File: src/rtl/rrb_req_agent.sv
// rrb_req_agent: requester-side front end for the 4-channel round-robin arbiter.
// Latency: push -> req_o next cycle; accepted grant -> disp_valid_o/disp_id_o next cycle.
// Backpressure: push_ready_o[c] drops while channel c holds 2^CNT_W-1 pending; pushes to a full channel are dropped and flagged.
//
// Ports:
//   clk_i, rst_ni          clock, asynchronous active-low reset
//   push_i[3:0]            per-channel request event (adds one pending request)
//   push_ready_o[3:0]      channel counter not full
//   req_o[3:0]             request lines to the arbiter (pending != 0)
//   grant_i[3:0]           one-hot single-cycle grants from the arbiter
//   disp_valid_o           one-cycle pulse per accepted grant
//   disp_id_o[1:0]         channel of the dispatch, held between pulses
//   starve_o[3:0]          channel has waited WDOG_LIM cycles without a grant
//   err_o[2:0]             sticky: [0] push overflow, [1] grant to idle channel, [2] multi-hot grant
//   err_clr_i              synchronous clear of err_o (a same-cycle new error still sets its bit)
module rrb_req_agent #(
  parameter int CNT_W    = 3,
  parameter int WDOG_LIM = 12
) (
  input  logic       clk_i,
  input  logic       rst_ni,
  input  logic [3:0] push_i,
  output logic [3:0] push_ready_o,
  output logic [3:0] req_o,
  input  logic [3:0] grant_i,
  output logic       disp_valid_o,
  output logic [1:0] disp_id_o,
  output logic [3:0] starve_o,
  output logic [2:0] err_o,
  input  logic       err_clr_i
);

  localparam int               NCH      = 4;
  localparam logic [CNT_W-1:0] PEND_MAX = '1;
  localparam logic [CNT_W-1:0] PEND_ONE = CNT_W'(1);
  localparam logic [7:0]       WAIT_LIM = 8'(WDOG_LIM);
  localparam logic [7:0]       WAIT_ONE = 8'(1);

  logic [CNT_W-1:0] pend_q [NCH];
  logic [7:0]       wait_q [NCH];
  logic [2:0]       err_q;
  logic             disp_valid_q;
  logic [1:0]       disp_id_q;

  logic [3:0] pend_nz;
  logic [3:0] pend_full;
  logic [3:0] acc;
  logic [1:0] acc_id;
  logic       grant_onehot;
  logic       grant_multi;
  logic [2:0] err_new;

  // A grant with more than one bit set is discarded as a whole, so acceptance
  // is only possible when exactly one bit is high.
  always_comb begin
    grant_onehot = (grant_i != 4'd0) && ((grant_i & (grant_i - 4'd1)) == 4'd0);
    grant_multi  = (grant_i != 4'd0) && !grant_onehot;
  end

  always_comb begin
    pend_nz   = '0;
    pend_full = '0;
    acc       = '0;
    acc_id    = '0;
    for (int c = 0; c < NCH; c++) begin
      pend_nz[c]   = (pend_q[c] != '0);
      pend_full[c] = (pend_q[c] == PEND_MAX);
      acc[c]       = grant_onehot && grant_i[c] && pend_nz[c];
      if (acc[c]) acc_id = 2'(c);
    end
  end

  // A push into a full counter only overflows when no grant frees a slot in
  // the same cycle.
  always_comb begin
    err_new    = '0;
    err_new[0] = |(push_i & ~acc & pend_full);
    err_new[1] = grant_onehot && ((grant_i & pend_nz) == 4'd0);
    err_new[2] = grant_multi;
  end

  always_ff @(posedge clk_i or negedge rst_ni) begin
    if (!rst_ni) begin
      for (int c = 0; c < NCH; c++) begin
        pend_q[c] <= '0;
      end
    end else begin
      for (int c = 0; c < NCH; c++) begin
        if (push_i[c] && !acc[c] && !pend_full[c]) begin
          pend_q[c] <= pend_q[c] + PEND_ONE;
        end else if (acc[c] && !push_i[c]) begin
          pend_q[c] <= pend_q[c] - PEND_ONE;
        end
      end
    end
  end

  // Watchdog looks at the registered request line, so it starts counting the
  // cycle after req_o rises and clears on the accepted grant.
  always_ff @(posedge clk_i or negedge rst_ni) begin
    if (!rst_ni) begin
      for (int c = 0; c < NCH; c++) begin
        wait_q[c] <= '0;
      end
    end else begin
      for (int c = 0; c < NCH; c++) begin
        if (!pend_nz[c] || acc[c]) begin
          wait_q[c] <= '0;
        end else if (wait_q[c] != WAIT_LIM) begin
          wait_q[c] <= wait_q[c] + WAIT_ONE;
        end
      end
    end
  end

  always_ff @(posedge clk_i or negedge rst_ni) begin
    if (!rst_ni) begin
      disp_valid_q <= 1'b0;
      disp_id_q    <= '0;
      err_q        <= '0;
    end else begin
      disp_valid_q <= |acc;
      if (|acc) disp_id_q <= acc_id;
      if (err_clr_i) err_q <= err_new;
      else           err_q <= err_q | err_new;
    end
  end

  always_comb begin
    starve_o = '0;
    for (int c = 0; c < NCH; c++) begin
      starve_o[c] = (wait_q[c] == WAIT_LIM);
    end
  end

  assign req_o        = pend_nz;
  assign push_ready_o = ~pend_full;
  assign disp_valid_o = disp_valid_q;
  assign disp_id_o    = disp_id_q;
  assign err_o        = err_q;

endmodule

File: config.mk
export PLATFORM = sky130hd
export DESIGN_NAME = rrb_req_agent
export DESIGN_NICKNAME = d
export VERILOG_FILES = /design/src/rtl/rrb_req_agent.sv
export SDC_FILE = /design/constraint.sdc
export NUM_CORES = 1
export LEC_CHECK = 0
export CAP_MARGIN = 0
export CORE_ASPECT_RATIO = 1.4
export CORE_UTILIZATION = 59
export DETAILED_ROUTE_END_ITERATION = 7
export GPL_ROUTABILITY_DRIVEN = 0
export GPL_TIMING_DRIVEN = 0
export PLACE_DENSITY = 0.81
export SYNTH_ARGS = -nofsm -noshare
export SYNTH_HDL_FRONTEND = slang
export SYNTH_SLANG_ARGS = --single-unit
File: constraint.sdc
create_clock -name clk_i -period 7.3 [get_ports clk_i]
set_input_delay 0.73 -clock clk_i [delete_from_list [all_inputs] [get_ports clk_i]]
set_output_delay 0.73 -clock clk_i [all_outputs]
set_load 0.02 [all_outputs]
==> impl_results.md, run 1 <==
* Status: finished clean
* Via/cell ratio at ~5.9
* Post-synthesis sequential area ratio at between 30% and 40%
* Fin util at approximately 70%
* Root Buffer: clkbuf_8
* Post-synth EDFFs at 0
* Compound-cell area share of the yosys netlist at 17.0%
* Clock skew at 0.00587 ns
* Post-Syn Area at between 3000 and 4000 sq um
* Initial antenna violation count at 0
* Design area at about 3700 sq um
* Top_reg_cell synth: dfrtp_1
* Cells after Synth at about 360
* Post-synth top area cell: dfrtp_1
* Unrepaired setup endpoints after global routing: false
* Diodes inserted at 0
* Vias in the first global route at about 2.6k
* Yosys reg bits at 50
* Post-Place Cell Area at about 3600 sq um
* CTS sink cnt at 50
* Largest family of logic cells by synthesized area: simple AND/OR/NAND/NOR gates
* CTS tree: built
* Simple-Gate Fraction of Synth Area at between 20% and 30%
* Slowest Stage Delay on Critical Path at 0.53 ns
* Initial Util at about 62%
* PnR Total Power at around 1300 uW
* MaxCap Viol Count at 0
* Cts repair resizes at 0
* FILL cells at 442
* Core box area at ~5200 sq um
* Final nets at roughly 420
* GRT Overall Usage at 24.2%
* Max Root-Sink Buffers at 2
* Slew Limit Fails at 0
* Setup TNS at 0 ns
* Clock transition at path regs at roughly 0.09 ns
* Xor and xnor area share after synthesis at roughly 6.7%
* PwrDens at approximately 350 nW/um^2
* Yosys Warn Count at 0
* Crit start category: input port
* Maximum fanout along the worst path at 10
* Final setup viols at 0
* Period utilisation layout at around 43%
* Row count at 31
* Post-synthesis adder-cell area fraction at 5.84%
* Hold Path Class: in2async
* Syn_nets at 381
* Die W at about 65 um
* Synth async-reset ratio at 100%
* Remaining DRCs at 0
* Cell breakdown of the critical path: clkdlybuf4s50_1 > buf_4 > nor4b_4 > nand2_1 > nand3_1 > fa_1 > a21o_1 > a32o_1 > a211o_1
* Area delta synth->final at 15.0%
* Top Ports at 29
* CP max-delay cell: clkdlybuf4s50_1
* Largest net degree at the start of global routing at 31
* Required time worst endpoint at between 7 and 8 ns
* Mux contribution to synthesized area at ~1.4%
* Achievable frequency at 317 MHz
* Measured slew at the worst slew-check pin at 0.515 ns
* WS Path Type: in2reg
* # hold bufs at CTS at 0
* Die height at 89.9 um
* Leak at roughly 0.0016 uW
* Avg Synthesized Cell Area at roughly 9 sq um
* I/O Buffers at 28
* H-tree Lvls at 2
* Yosys top cell area share at approximately two fifths
* Post-route antenna net violation count at 0
* Vias after detailed routing at 2707
* Library cells used by synthesis at 53
* Final hold violations at 0
* First-pass GRT wire length at ~11 mm
* Crit path DAT at about 3.3 ns
* DRT iter0 DRCs at ~160
* GR Overflow Total at 0
* Final WL at between 6 and 7 mm
* Die area at 5820 sq um
* Crit path capture type: flip-flop
* Post-CTS setup buffers at 0
* Slew HR at between 60% and 70%
* Worst skew pair latency at ~0.3 ns
* Final min period at between 3 and 4 ns
* Detailed Place HPWL at 4.68 mm
* Share of layout cells above drive strength 1 at 6.84%
* Worst VDD drop at about 0.19 mV
* DR WL/cell at between 10 and 15 um
* CTS buffer count at 5
* Drt first pass iters at 4
* Area contributors post-synth: dfrtp_1, xor2_1, nor2_1
## stage by stage
| stage | worst slack (ns) | hold WS (ns) | cells |
|---|---|---|---|
| finish | 4.15 | 0.392 | 461 |
| global route | 4.00 | 0.410 | 461 |
| CTS | 4.18 | 0.393 | 461 |
| detailed placement | 3.85 | 0.475 | 453 |
| global placement | 3.92 | 0.466 | 452 |
| floorplan | 4.67 | 0.434 | 358 |
## Yosys cell counts (3+ instances only)
cell      count
xor2_1       16
buf_6         4
a21o_1        5
o21ai_1       8
and2_1        5
inv_1        20
nor3_1       10
ha_1          8
nand4_1      10
dfrtp_1      50
and2_0        3
fa_1          4
o31a_1        3
clkbuf_1     14
mux2i_1       3
a21oi_1      11
or3_1         9
nand2_1      28
nand3_1      16
nand2b_1      4
and3_1       10
nor2_1       37
nor4b_4       3
xnor2_1       9
a41oi_1       4
o21ai_0      19
a221o_1       3
a22o_1        4
## cell families (layout without fill, tap and decap cells)
kind of cell    after synthesis  after routing
compound gates               80             80
xor+xnor                     25             25
fa+ha+maj                    13             13
buf+inv                      41             78
flops                        50             50
mux                           4              4
simple gates                145            145
## final timing paths
kind	from	endpoint	slack, ns	cells after the start
worst max register to register	pend_q[3]	pend_q[4]	4.63	8
min in group clk_i	disp_id_o[1]	disp_id_o[1]	0.50	1
worst max-delay path	grant_i[2]	pend_q[4]	4.15	9
worst min register to register	disp_id_o[1]	disp_id_o[1]	0.50	1
max in group asynchronous	rst_ni	wait_q[10]	6.37	2
worst min-delay path	rst_ni	wait_q[6]	0.39	1
## cell usage in the layout (no fill, tap or decap), types with 3 or more instances in the layout
master and count:
clkbuf_8 5, nand3_1 16, nand4_1 10, a21o_1 5
a221o_1 3, o31a_1 3, clkdlybuf4s50_1 27, xnor2_1 9
buf_6 4, nand2b_1 4, o21ai_1 8, o21ai_0 19
and2_0 3, clkbuf_1 15, ha_1 8, nor3_1 10
dfrtp_1 50, a21oi_1 11, or3_1 9, nor4b_4 3
a22o_1 4, nor2_1 37, and2_1 5, buf_2 3
xor2_1 16, nand2_1 28, and3_1 10, mux2i_1 3
inv_1 20, a41oi_1 4, fa_1 4
## per-layer routing
layer  up-vias  global-route usage (%)  share of wire, %
met4         0                    8.15              0.79
met3         2                    3.68               2.9
li1       1354                       -                 -
met2        53                    41.5                51
met1      1298                    30.5                46
met5         -                       0                 0
## sequential cells by signal, summed over array words and instances (netlist names)
register	cells
disp_id_o	2
disp_valid_o	1
err_o	3
pend_q	12
wait_q	32
## where the power goes
group	internal, uW	leakage [uW]	switching, uW
combinational	290	0.000968	354
clock	102	0.0000514	90.7
sequential	376	0.000619	95.4
## cell type report
type                    instances  area (sq um)  area share [%]
clock inverters                 2          37.5            1.00
inverters                      20          75.1            2.01
multi-input cells             267          1810            48.4
repair buffers                 29           295            7.89
flip-flops and latches         50          1250            33.4
clock buffers                   6          72.6            1.94
plain buffers                  21           115            3.08
well taps                      66          82.6            2.21
## worst max-delay path: cells and delay by family
kind | cells | cell delay (ns)
buf+inv | 2 | 0.74
fa+ha+maj | 1 | 0.48
compound gates | 3 | 0.64
simple gates | 3 | 0.73
Power figures use the tool's default switching activity.
==> inputs of run 2 (changes only) <==
--- a/config.mk
+++ b/config.mk
@@ -7,11 +7,11 @@
 export LEC_CHECK = 0
 export CAP_MARGIN = 0
 export CORE_ASPECT_RATIO = 1.4
-export CORE_UTILIZATION = 59
+export CORE_UTILIZATION = 58
 export DETAILED_ROUTE_END_ITERATION = 7
 export GPL_ROUTABILITY_DRIVEN = 0
 export GPL_TIMING_DRIVEN = 0
-export PLACE_DENSITY = 0.81
+export PLACE_DENSITY = 0.8
 export SYNTH_ARGS = -nofsm -noshare
 export SYNTH_HDL_FRONTEND = slang
 export SYNTH_SLANG_ARGS = --single-unit
==> constraint.sdc (replaced) <==
create_clock -name clk_i -period 3.1 [get_ports clk_i]
set_input_delay 0.31 -clock clk_i [delete_from_list [all_inputs] [get_ports clk_i]]
set_output_delay 0.31 -clock clk_i [all_outputs]
set_load 0.02 [all_outputs]
==> impl_results.md, run 2 (same netlist as run 1, synthesis figures left out) <==
* Top Ports at 29
* Most frequent cells in the layout: dfrtp_1, nor2_1, nand2_1
* Measured slew at the worst slew-check pin at between 0.4 and 0.5 ns
* Die W at around 65 um
* Slew Limit Fails at 0
* Share of layout cells above drive strength 1 at under 10%
* I/O Buffers at 28
* Cts repair resizes at 0
* Design area at around 3800 sq um
* First-pass GRT wire length at roughly 11 mm
* Final setup viols at 0
* PnR Total Power at about 3100 uW
* Achievable frequency at 373 MHz
* Leak at 0.00164 uW
* Initial antenna violation count at 0
* Max Root-Sink Buffers at 2
* Die area at between 5000 and 6000 sq um
* Met2 Use GR at 42.9%
* Unrepaired setup endpoints after global routing: false
* Remaining DRCs at 0
* FILL cells at 432
* Maximum fanout along the worst path at 10
* DRT iter0 DRCs at 90
* Via/cell ratio at between 5 and 6
* CTS buffer count at 5
* Crit start category: input port
* Post-route antenna net violation count at 0
* Clock skew at about 0.0037 ns
* Status: finished clean
* Worst skew pair latency at 0.30 ns
* Flip-flop count of the largest register after layout at 32
* Hold Path Class: in2async
* Reg area at ~1300 sq um
* Final hold violations at 0
* Detailed Place HPWL at roughly 4.8 mm
* Met1 Usage GRT at 27.2%
* Post-Place Cell Area at approximately 3600 sq um
* Worst VDD drop at 0.483 mV
* Period utilisation layout at between 80% and 90%
* PwrDens at just over 800 nW/um^2
* MaxCap Viol Count at 0
* Final nets at approximately 420
* CTS sink cnt at 50
* Row count at 31
* DR WL/cell at 13.8 um
* GRT busiest layer: met2
* GR Util met3 at around 3.8%
* Largest net degree at the start of global routing at 41
* Setup TNS at 0 ns
* Core box area at ~5300 sq um
* GR Overflow Total at 0
* Commonest non-fill, non-tap cell in the layout: dfrtp_1
* Drt first pass iters at 4
* Area delta synth->final at 15.3%
* Slew HR at around two thirds
* Initial Util at about three fifths
* Fin util at between 70% and 80%
* Crit path DAT at ~2.9 ns
* Multi-input logic area at ~1800 sq um
* Final WL at 6.37 mm
* Crit path capture type: flip-flop
* Clock transition at path regs at roughly 0.09 ns
* WS Path Type: in2reg
* Hold Slack at approximately 0.42 ns
* Root Buffer: clkbuf_8
* Die height at 90.6 um
* Diodes inserted at 0
* Vias in the first global route at about 2.7k
* Vias after detailed routing at between 2k and 3k
* Biggest register: wait_q
* CTS tree: built
* Final min period at 2.68 ns
* Required time worst endpoint at ~3.3 ns
* GRT Overall Usage at between 20% and 30%
* H-tree Lvls at 2
==> run 2: changes by cell type in the layout (fill, tap and decap cells not counted) <==
cell,previous run,this run
dlygate4sd3_1,0,1
==> run 2: layout make-up <==
type,count,area share [%]
flip-flops and latches,50,33.3
well taps,66,2.20
multi-input cells,267,48.3
repair buffers,30,8.14
inverters,20,2.00
plain buffers,21,3.07
clock inverters,2,1.00
clock buffers,6,1.93
==> run 2: worst paths after layout <==
kind | startpoint | slack (ns) | cells after the start | endpoint
min in group clk_i | disp_id_o[1] | 0.50 | 1 | disp_id_o[1]
max in group asynchronous | rst_ni | 2.18 | 3 | wait_q[17]
worst min register to register | disp_id_o[1] | 0.50 | 1 | disp_id_o[1]
worst max register to register | pend_q[3] | 0.47 | 8 | pend_q[4]
worst max-delay path | grant_i[2] | 0.42 | 9 | pend_q[4]
worst min-delay path | rst_ni | 0.42 | 2 | wait_q[30]
==> run 2: worst max-delay path: stages <==
cell	delay, ns
clkdlybuf4s50_1	0.51
buf_4	0.21
nor4b_4	0.41
nand2_1	0.19
nand3_1	0.14
fa_1	0.47
a21o_1	0.18
a32o_1	0.19
a211o_1	0.26
==> run 2: stage by stage <==
stage	setup WS, ns	cells
global placement	0.143	452
CTS	0.438	462
finish	0.416	462
detailed placement	0.116	453
global route	0.273	462
floorplan	0.589	358
==> run 2: per-layer routing <==
metal | share of wire (%) | routed length (um)
met4 | 1.5 | 96
met2 | 53 | 3360
met3 | 2.7 | 175
met5 | 0 | 0
met1 | 43 | 2740
==> run 2: report_power, final <==
part           switching [uW]  internal (uW)  total, uW  leakage [uW]
Sequential                223            886       1110      0.000619
Combinational             826            682       1510      0.000972
Clock                     217            241        458     0.0000514
==> run 2: timing repair <==
action / CTS / global route
hold buffers: 1 / 0
setup endpoints to repair: 0 / 0
endpoints found under the hold margin: 10 / 0
buffers inserted: 0 / 0
==> inputs of run 3 (changes only) <==
--- a/config.mk
+++ b/config.mk
@@ -8,6 +8,7 @@
 export CAP_MARGIN = 0
 export CORE_ASPECT_RATIO = 1.4
 export CORE_UTILIZATION = 58
+export CTS_CLUSTER_DIAMETER = 120
 export DETAILED_ROUTE_END_ITERATION = 7
 export GPL_ROUTABILITY_DRIVEN = 0
 export GPL_TIMING_DRIVEN = 0
==> results of run 3 <==
The final DEF is identical to that of run 2; final timing and power are the same.
